`src/rtl/uart_tx_serializer.sv`:
```
// uart_tx_serializer
//   Takes one parallel word over a valid/ready handshake and shifts it out on
//   uart_tx as a UART frame. The frame is a start bit, then the data LSB first,
//   then an optional parity bit, then one or two stop bits. A baud counter
//   running on uart_clk sets the bit timing.
//
//   Handshake contract: a word transfers on any uart_clk edge where
//   tx_valid && tx_ready. tx_ready is high only while idle. tx_data is
//   captured on that edge, and tx_valid/tx_data are ignored at all other times.
//
//   All outputs are registered. They are computed from the next-state values,
//   so each output changes on the same edge as the state that owns it.
module uart_tx_serializer #(
  parameter int CLKS_PER_BIT = 16,
  parameter int DATA_BITS    = 8,
  parameter int PARITY_EN    = 0,
  parameter int PARITY_ODD   = 0,
  parameter int STOP_BITS    = 1
) (
  input  logic                 uart_clk,
  input  logic                 uart_reset,
  input  logic [DATA_BITS-1:0] tx_data,
  input  logic                 tx_valid,
  output logic                 tx_ready,
  output logic                 uart_tx,
  output logic                 tx_busy,
  output logic                 tx_done
);

  localparam int CNT_W = (CLKS_PER_BIT > 1) ? $clog2(CLKS_PER_BIT) : 1;
  localparam int BIT_W = (DATA_BITS > 2) ? $clog2(DATA_BITS) : 2;

  localparam logic [CNT_W-1:0] BAUD_LAST  = CNT_W'(CLKS_PER_BIT - 1);
  localparam logic [BIT_W-1:0] DATA_LAST  = BIT_W'(DATA_BITS - 1);
  localparam logic [BIT_W-1:0] STOP_LAST  = BIT_W'(STOP_BITS - 1);
  localparam logic             ODD_SENSE  = (PARITY_ODD != 0);
  localparam logic             HAS_PARITY = (PARITY_EN != 0);

  typedef enum logic [2:0] {
    ST_IDLE   = 3'd0,
    ST_START  = 3'd1,
    ST_DATA   = 3'd2,
    ST_PARITY = 3'd3,
    ST_STOP   = 3'd4
  } state_t;

  state_t               state_q, state_d;
  logic [CNT_W-1:0]     baud_q, baud_d;
  logic [BIT_W-1:0]     bit_q, bit_d;
  logic [DATA_BITS-1:0] data_q, data_d;

  logic tx_q, tx_d;
  logic ready_q, ready_d;
  logic busy_q, busy_d;
  logic done_q, done_d;

  logic baud_wrap;
  logic accept;
  logic parity_bit;

  // The last cycle of the current serial bit.
  assign baud_wrap = (baud_q == BAUD_LAST);

  // A transfer happens only while the registered ready is high, which means idle.
  assign accept = tx_valid && ready_q;

  // The parity covers the latched word. Odd sense inverts the even result.
  assign parity_bit = (^data_q) ^ ODD_SENSE;

  // Next-state logic: the frame sequencer, the baud counter and the bit index.
  always_comb begin
    state_d = state_q;
    baud_d  = baud_q;
    bit_d   = bit_q;
    data_d  = data_q;
    done_d  = 1'b0;

    case (state_q)
      ST_IDLE: begin
        if (accept) begin
          data_d  = tx_data;
          state_d = ST_START;
          baud_d  = '0;
          bit_d   = '0;
        end
      end

      ST_START: begin
        if (baud_wrap) begin
          state_d = ST_DATA;
          baud_d  = '0;
          bit_d   = '0;
        end else begin
          baud_d = baud_q + 1'b1;
        end
      end

      ST_DATA: begin
        if (baud_wrap) begin
          baud_d = '0;
          if (bit_q == DATA_LAST) begin
            bit_d   = '0;
            state_d = HAS_PARITY ? ST_PARITY : ST_STOP;
          end else begin
            bit_d = bit_q + 1'b1;
          end
        end else begin
          baud_d = baud_q + 1'b1;
        end
      end

      ST_PARITY: begin
        if (baud_wrap) begin
          state_d = ST_STOP;
          baud_d  = '0;
          bit_d   = '0;
        end else begin
          baud_d = baud_q + 1'b1;
        end
      end

      ST_STOP: begin
        if (baud_wrap) begin
          baud_d = '0;
          if (bit_q == STOP_LAST) begin
            bit_d   = '0;
            state_d = ST_IDLE;
            done_d  = 1'b1;
          end else begin
            bit_d = bit_q + 1'b1;
          end
        end else begin
          baud_d = baud_q + 1'b1;
        end
      end

      default: begin
        state_d = ST_IDLE;
        baud_d  = '0;
        bit_d   = '0;
      end
    endcase
  end

  // Output decode from the next state, so the registered outputs line up with it.
  always_comb begin
    tx_d    = 1'b1;
    ready_d = (state_d == ST_IDLE);
    busy_d  = (state_d != ST_IDLE);

    case (state_d)
      ST_IDLE:   tx_d = 1'b1;
      ST_START:  tx_d = 1'b0;
      ST_DATA:   tx_d = data_d[bit_d];
      ST_PARITY: tx_d = parity_bit;
      ST_STOP:   tx_d = 1'b1;
      default:   tx_d = 1'b1;
    endcase
  end

  // State, counter and data registers. Reset abandons any frame in progress.
  always_ff @(posedge uart_clk) begin
    if (uart_reset) begin
      state_q <= ST_IDLE;
      baud_q  <= '0;
      bit_q   <= '0;
      data_q  <= '0;
    end else begin
      state_q <= state_d;
      baud_q  <= baud_d;
      bit_q   <= bit_d;
      data_q  <= data_d;
    end
  end

  // Output registers. Reset forces the line high and suppresses tx_done.
  always_ff @(posedge uart_clk) begin
    if (uart_reset) begin
      tx_q    <= 1'b1;
      ready_q <= 1'b1;
      busy_q  <= 1'b0;
      done_q  <= 1'b0;
    end else begin
      tx_q    <= tx_d;
      ready_q <= ready_d;
      busy_q  <= busy_d;
      done_q  <= done_d;
    end
  end

  assign uart_tx  = tx_q;
  assign tx_ready = ready_q;
  assign tx_busy  = busy_q;
  assign tx_done  = done_q;

endmodule

```
`config.mk`:
```
export PLATFORM = sky130hd
export DESIGN_NAME = uart_tx_serializer
export DESIGN_NICKNAME = d
export VERILOG_FILES = /design/src/rtl/uart_tx_serializer.sv
export SDC_FILE = /design/constraint.sdc
export NUM_CORES = 1
export LEC_CHECK = 0
export CAP_MARGIN = 20
export CORE_UTILIZATION = 25
export CTS_CLUSTER_SIZE = 20
export DETAILED_ROUTE_END_ITERATION = 12
export DONT_BUFFER_PORTS = 1
export HOLD_SLACK_MARGIN = 0.06
export MAX_ROUTING_LAYER = met4
export REMOVE_ABC_BUFFERS = 1
export SYNTH_ARGS = -nofsm -noshare
export SYNTH_HDL_FRONTEND = slang
export SYNTH_SLANG_ARGS = --single-unit
```
`constraint.sdc`:
```
create_clock -name uart_clk -period 3.2 [get_ports uart_clk]
set_input_delay 0.64 -clock uart_clk [delete_from_list [all_inputs] [get_ports uart_clk]]
set_output_delay 0.64 -clock uart_clk [all_outputs]
set_load 0.005 [all_outputs]
```
== Yosys cells after proc, flatten, opt, wreduce, memory -nomap -nowiden ==
Cells that the tools add are included.

* Word-level logic and storage cells: 56
* Output and inout port bits: 4
* Register bits after elaboration: 22

* Add/sub/neg operators: 2
* Muxes and demuxes: 24
* Reduce and logical (&&, ||, !) cells: 9
* Bitwise logic cells: 2
* Equality and inequality tests: 10
* $lt $le $gt $ge: 1

{| class="wikitable"
|+ Operator list
! kind !! count
|-
| 3-bit two-way mux || 13
|-
| 8-bit two-way mux || 2
|-
| 3-bit one-hot mux with 5 select lines || 1
|-
| 3-bit by 2-bit == test with 1-bit output (second input constant) || 4
|-
| 3-bit one-hot mux with 4 select lines || 1
|-
| 3-bit zero test || 3
|-
| 4-bit two-way mux || 2
|-
| 4-bit one-hot mux with 2 select lines || 1
|-
| 8-bit parity || 1
|-
| 3-bit by 1-bit == test with 1-bit output (second input constant) || 2
|-
| 3-bit == test (second input constant) || 2
|-
| 4-bit by 1-bit adder with 4-bit output (second input constant) || 1
|-
| 4-bit == test (second input constant) || 1
|-
| 3-bit by 4-bit < comparator with 1-bit output (second input constant) || 1
|-
| 4-bit OR reduction || 1
|-
| 3-bit by 1-bit adder with 3-bit output (second input constant) || 1
|-
| 1-bit binary-select mux with 3-bit select || 1
|-
| 1-bit one-hot mux with 3 select lines || 1
|-
| 3-bit nonzero test || 1
|-
| 3-bit OR reduction || 1
|-
| 1-bit two-way mux || 2
|-
| 2-bit inequality test (second input constant) || 1
|-
| 1-bit inverter || 2
|-
| 2-bit OR reduction || 1
|-
| 1-bit logical AND || 1
|}

== Depth between registers and ports, before layout ==
* Depth in word-level cells: 7
* Gate-level depth with buffers: 8
* Mapped depth without buffers: 8

== Worst setup path after synthesis ==
No wires, ideal clock.

* Path kind: in2reg
* From: input tx_valid
* To: register tx_q (netlist: uart_tx)
* Cell stages on the path: 6
* Buffers on the path: 0
* Setup slack: 1076 ps
* Arrival time: 2004 ps
* Cells stage by stage: a2111oi_4 -> a31o_4 -> a22oi_4 -> mux2i_1 -> a32o_1 -> o31a_1

* Cells in the longest elaborated chain, start to end: 6

{| class="wikitable"
|+ Ends and longest elaborated chain
! what !! RTL line !! RTL
|-
| from (decl) || 23 || <nowiki>input logic tx_valid,</nowiki>
|-
| 1-bit logical AND * || 65 || <nowiki>assign accept = tx_valid && ready_q;</nowiki>
|-
| 3-bit two-way mux / 8-bit two-way mux (equally long branches) || 80 || <nowiki>if (accept) begin</nowiki>
|-
| 3-bit one-hot mux with 4 select lines / 8-bit two-way mux (equally long branches) || 78 || <nowiki>case (state_q)</nowiki>
|-
| 1-bit binary-select mux with 3-bit select || 154 || <nowiki>ST_DATA: tx_d = data_d[bit_d];</nowiki>
|-
| 1-bit two-way mux (implied by the code) || 154 ||
|-
| 1-bit one-hot mux with 3 select lines * || 151 || <nowiki>case (state_d)</nowiki>
|-
| to (signal assigned) || 184 || <nowiki>tx_q <= tx_d;</nowiki>
|-
| to (decl) || 52 || <nowiki>logic tx_q, tx_d;</nowiki>
|}

Every way passes the cells marked *; elsewhere a longest branch is shown, timed or not. The select of a mux whose other input is x is not followed.
A chain may end at the register's enable or synchronous reset.

== Final worst setup path ==
* From: register baud_q[0]
* To: register tx_q (netlist: uart_tx)

* Cells in the longest elaborated chain, start to end: 6

{| class="wikitable"
|+ Ends and longest elaborated chain
! what !! RTL line !! RTL
|-
| from (decl) || 48 || <nowiki>logic [CNT_W-1:0] baud_q, baud_d;</nowiki>
|-
| from (signal assigned) || 170 || <nowiki>baud_q <= baud_d;</nowiki>
|-
| 4-bit == test * || 62 || <nowiki>assign baud_wrap = (baud_q == BAUD_LAST);</nowiki>
|-
| 3-bit two-way mux, on equally long branches || n/a ||
|-
| 3-bit one-hot mux with 4 select lines || 78 ||
|-
| 1-bit binary-select mux with 3-bit select || 154 ||
|-
| 1-bit two-way mux (implied by the code) || 154 ||
|-
| 1-bit one-hot mux with 3 select lines * || 151 ||
|}

Marked as above.

==> results.ini <==
[routing]
drc=0
firstDrtPassIters=4
wirelength_um=2440
vias=983
wire_per_inst_um=12.3
ant_nets=0
first_iter_violations=75
routed_via_density=4.94

[synth]
synth_top_cell_by_area=dfxtp_1
synth_area_per_cell_um2=8.34
postSynthCellCount=146
synth_area_leaders=dfxtp_1, nand2_1, xnor2_1
synth-seq-area-share_pct=36.2
yosys_register_bits=22
synth.cell_area_um2=1220
synthDistinctLibCells=37
synth_top_cell_area_share_pct=36.2
ys_warn_count=0

[setup_path]
cp_max_fo=6
arrival_ns=2.36
worstSetupEndpointType=flop
crit_type=flop to flop
rrSetupSlack_ns=1.0
critPathRequiredTime_ns=3.35
startpoint_type=flop

[clocking]
numCtsBuffers=3
cts_setup_buffers=0
ctsResizeCount=0
clk-insertion-delay-late_ns=0.26
ctsHoldBuffers=0
cts-root-buf=clkbuf_8
clkTransAtPathRegs_ns=0.08
htree_levels=1
cts_tree=built
cts.sinks=22
clock_path_buffers=2

[timing]
max-slew-margin-rel_pct=71.3
finalHoldViolations=0
tns_ns=0
timing.hold.ws_ns=0.440
setup_viol=0
fin_crit_sh_pct=68.8
period_needed_ns=2.20
worstMarginPinSlew_ns=0.420
max_freq_ghz=0.454
drv_slew=0
rsz0062_at_grt=false
finalClockSkew_ns=0.00191

[floorplanning]
core-area_um2=4690
row_count=25
die_w_um=71.8
die_area_um2=5150
dieHeight_um=71.8
start_util_pct=25.9
io_pins=15

[global_routing]
grt_pass1_wl_um=4360
antenna_found_initial=0
globalRouteOverflowTotal=0
grt_pass1_vias=892
grt_start_max_net_pins=21
grt_usage_pct=10.9

[outcome]
status=completed

[layout]
fin_cells=199
most-common-layout-cells=dfxtp_1, nand2_1, nor2_1, a21oi_1, xnor2_1
synthToLayoutAreaGrowth_pct=8.12
final_core_util_pct=28.1
multi_input_area_um2=727
nFillCells=506
layout_commonest_cell=dfxtp_1
regArea_um2=440
drive_gt1_share_pct=6.90
fin_area_um2=1320
antennaDiodeCount=0
final_nets=161

[placement]
dp_hpwl_um=1790
gp_congestion=0.760
dp.cells=195
place_area_um2=1260
portBuffers=0

[pwr]
p_leak_nw=0.511
power_density_nw_per_um2=450
peakVddDrop_mv=0.255

[flow_run]
maxCapViolCount=0

[worst_hold_path]
holdCritPathClass=primary input to flop

## synthesized netlist by cell type
| library cell | instances |
|---|---|
| a31oi_1 | 1 |
| a22oi_4 | 1 |
| mux2i_1 | 3 |
| xor2_1 | 1 |
| o22ai_1 | 1 |
| a221oi_1 | 2 |
| a22o_1 | 2 |
| o31a_1 | 2 |
| nor3b_1 | 1 |
| ha_1 | 4 |
| buf_2 | 1 |
| a22oi_1 | 3 |
| and3_1 | 5 |
| nand3_1 | 4 |
| or2_2 | 1 |
| o31ai_1 | 2 |
| xnor2_1 | 7 |
| buf_6 | 1 |
| a32o_1 | 1 |
| nand2b_1 | 2 |
| nor4_1 | 1 |
| nor3_1 | 5 |
| a21oi_1 | 11 |
| or3_1 | 2 |
| a2111oi_4 | 1 |
| clkbuf_1 | 4 |
| and4b_1 | 1 |
| or3_4 | 1 |
| inv_1 | 5 |
| and2_1 | 3 |
| nand2_1 | 20 |
| a2111oi_0 | 1 |
| dfxtp_1 | 22 |
| o21ai_0 | 5 |
| nor2_1 | 16 |
| nor2b_1 | 2 |
| a31o_4 | 1 |
## registers in the layout (all words and copies together) (netlist names)
| register | cells |
|---|---|
| tx_done | 1 |
| bit_q | 3 |
| baud_q | 4 |
| state_q | 3 |
| tx_ready | 1 |
| uart_tx | 1 |
| data_q | 8 |
| tx_busy | 1 |
## worst max-delay path, cell delays in order, from the launching register on
cell     delay [ns]
dfxtp_1        0.40
ha_1           0.27
nand3_1        0.21
a31o_4         0.30
a22oi_4        0.27
mux2i_1        0.11
a32o_1         0.26
o31a_1         0.28
## cell type report
type	instances	share of cell area [%]
multi-input combinational	113	55.2
sequential	22	33.5
tap	54	5.13
clock buffer	4	4.18
inverter	5	1.43
timing repair buffer	1	0.570
## metal layers
| layer | up-vias | track usage, % | part of all wire, % |
|---|---|---|---|
| met2 | 17 | 15.8 | 40 |
| li1 | 517 | - | - |
| met5 | - | - | 0 |
| met3 | 2 | 3.09 | 3.9 |
| met1 | 447 | 15.5 | 56 |
| met4 | 0 | 1.31 | 0.33 |
## power by group
part	switching (W)	internal [W]	leakage, nW
combinational	0.0000475	0.0000446	0.302
sequential	0.0000151	0.000288	0.180
clock	0.0000868	0.000110	0.0288
total	0.000149	0.000442	0.511
## kinds of logic after synthesis
kind of cell / after synthesis / share of synthesized area, %
AOI/OAI and AO/OA: 34 / 22.0
adders and majority gates: 4 / 4.11
DFF: 22 / 36.2
muxes: 3 / 2.47
buffers and inverters: 11 / 4.11
xor gates and xnor gates: 8 / 5.76
and+or+nand+nor: 64 / 25.4
## path summary, 6_finish.rpt
kind,from,endpoint,cells after the start
worst max-delay path,baud_q[0],uart_tx,7
worst min-delay path,uart_reset,data_q[3],1
worst max register to register,baud_q[0],uart_tx,7
worst min register to register,data_q[6],data_q[6],2
## per-stage QoR
step	total power (W)	worst slack, ns
detailed placement	0.000403	0.932
global route	0.000627	0.820
finish	0.000592	0.998
global placement	0.000403	0.963
CTS	0.000605	0.990
floorplan	0.000383	1.08
Note: power is estimated with default switching activity, not from simulation.
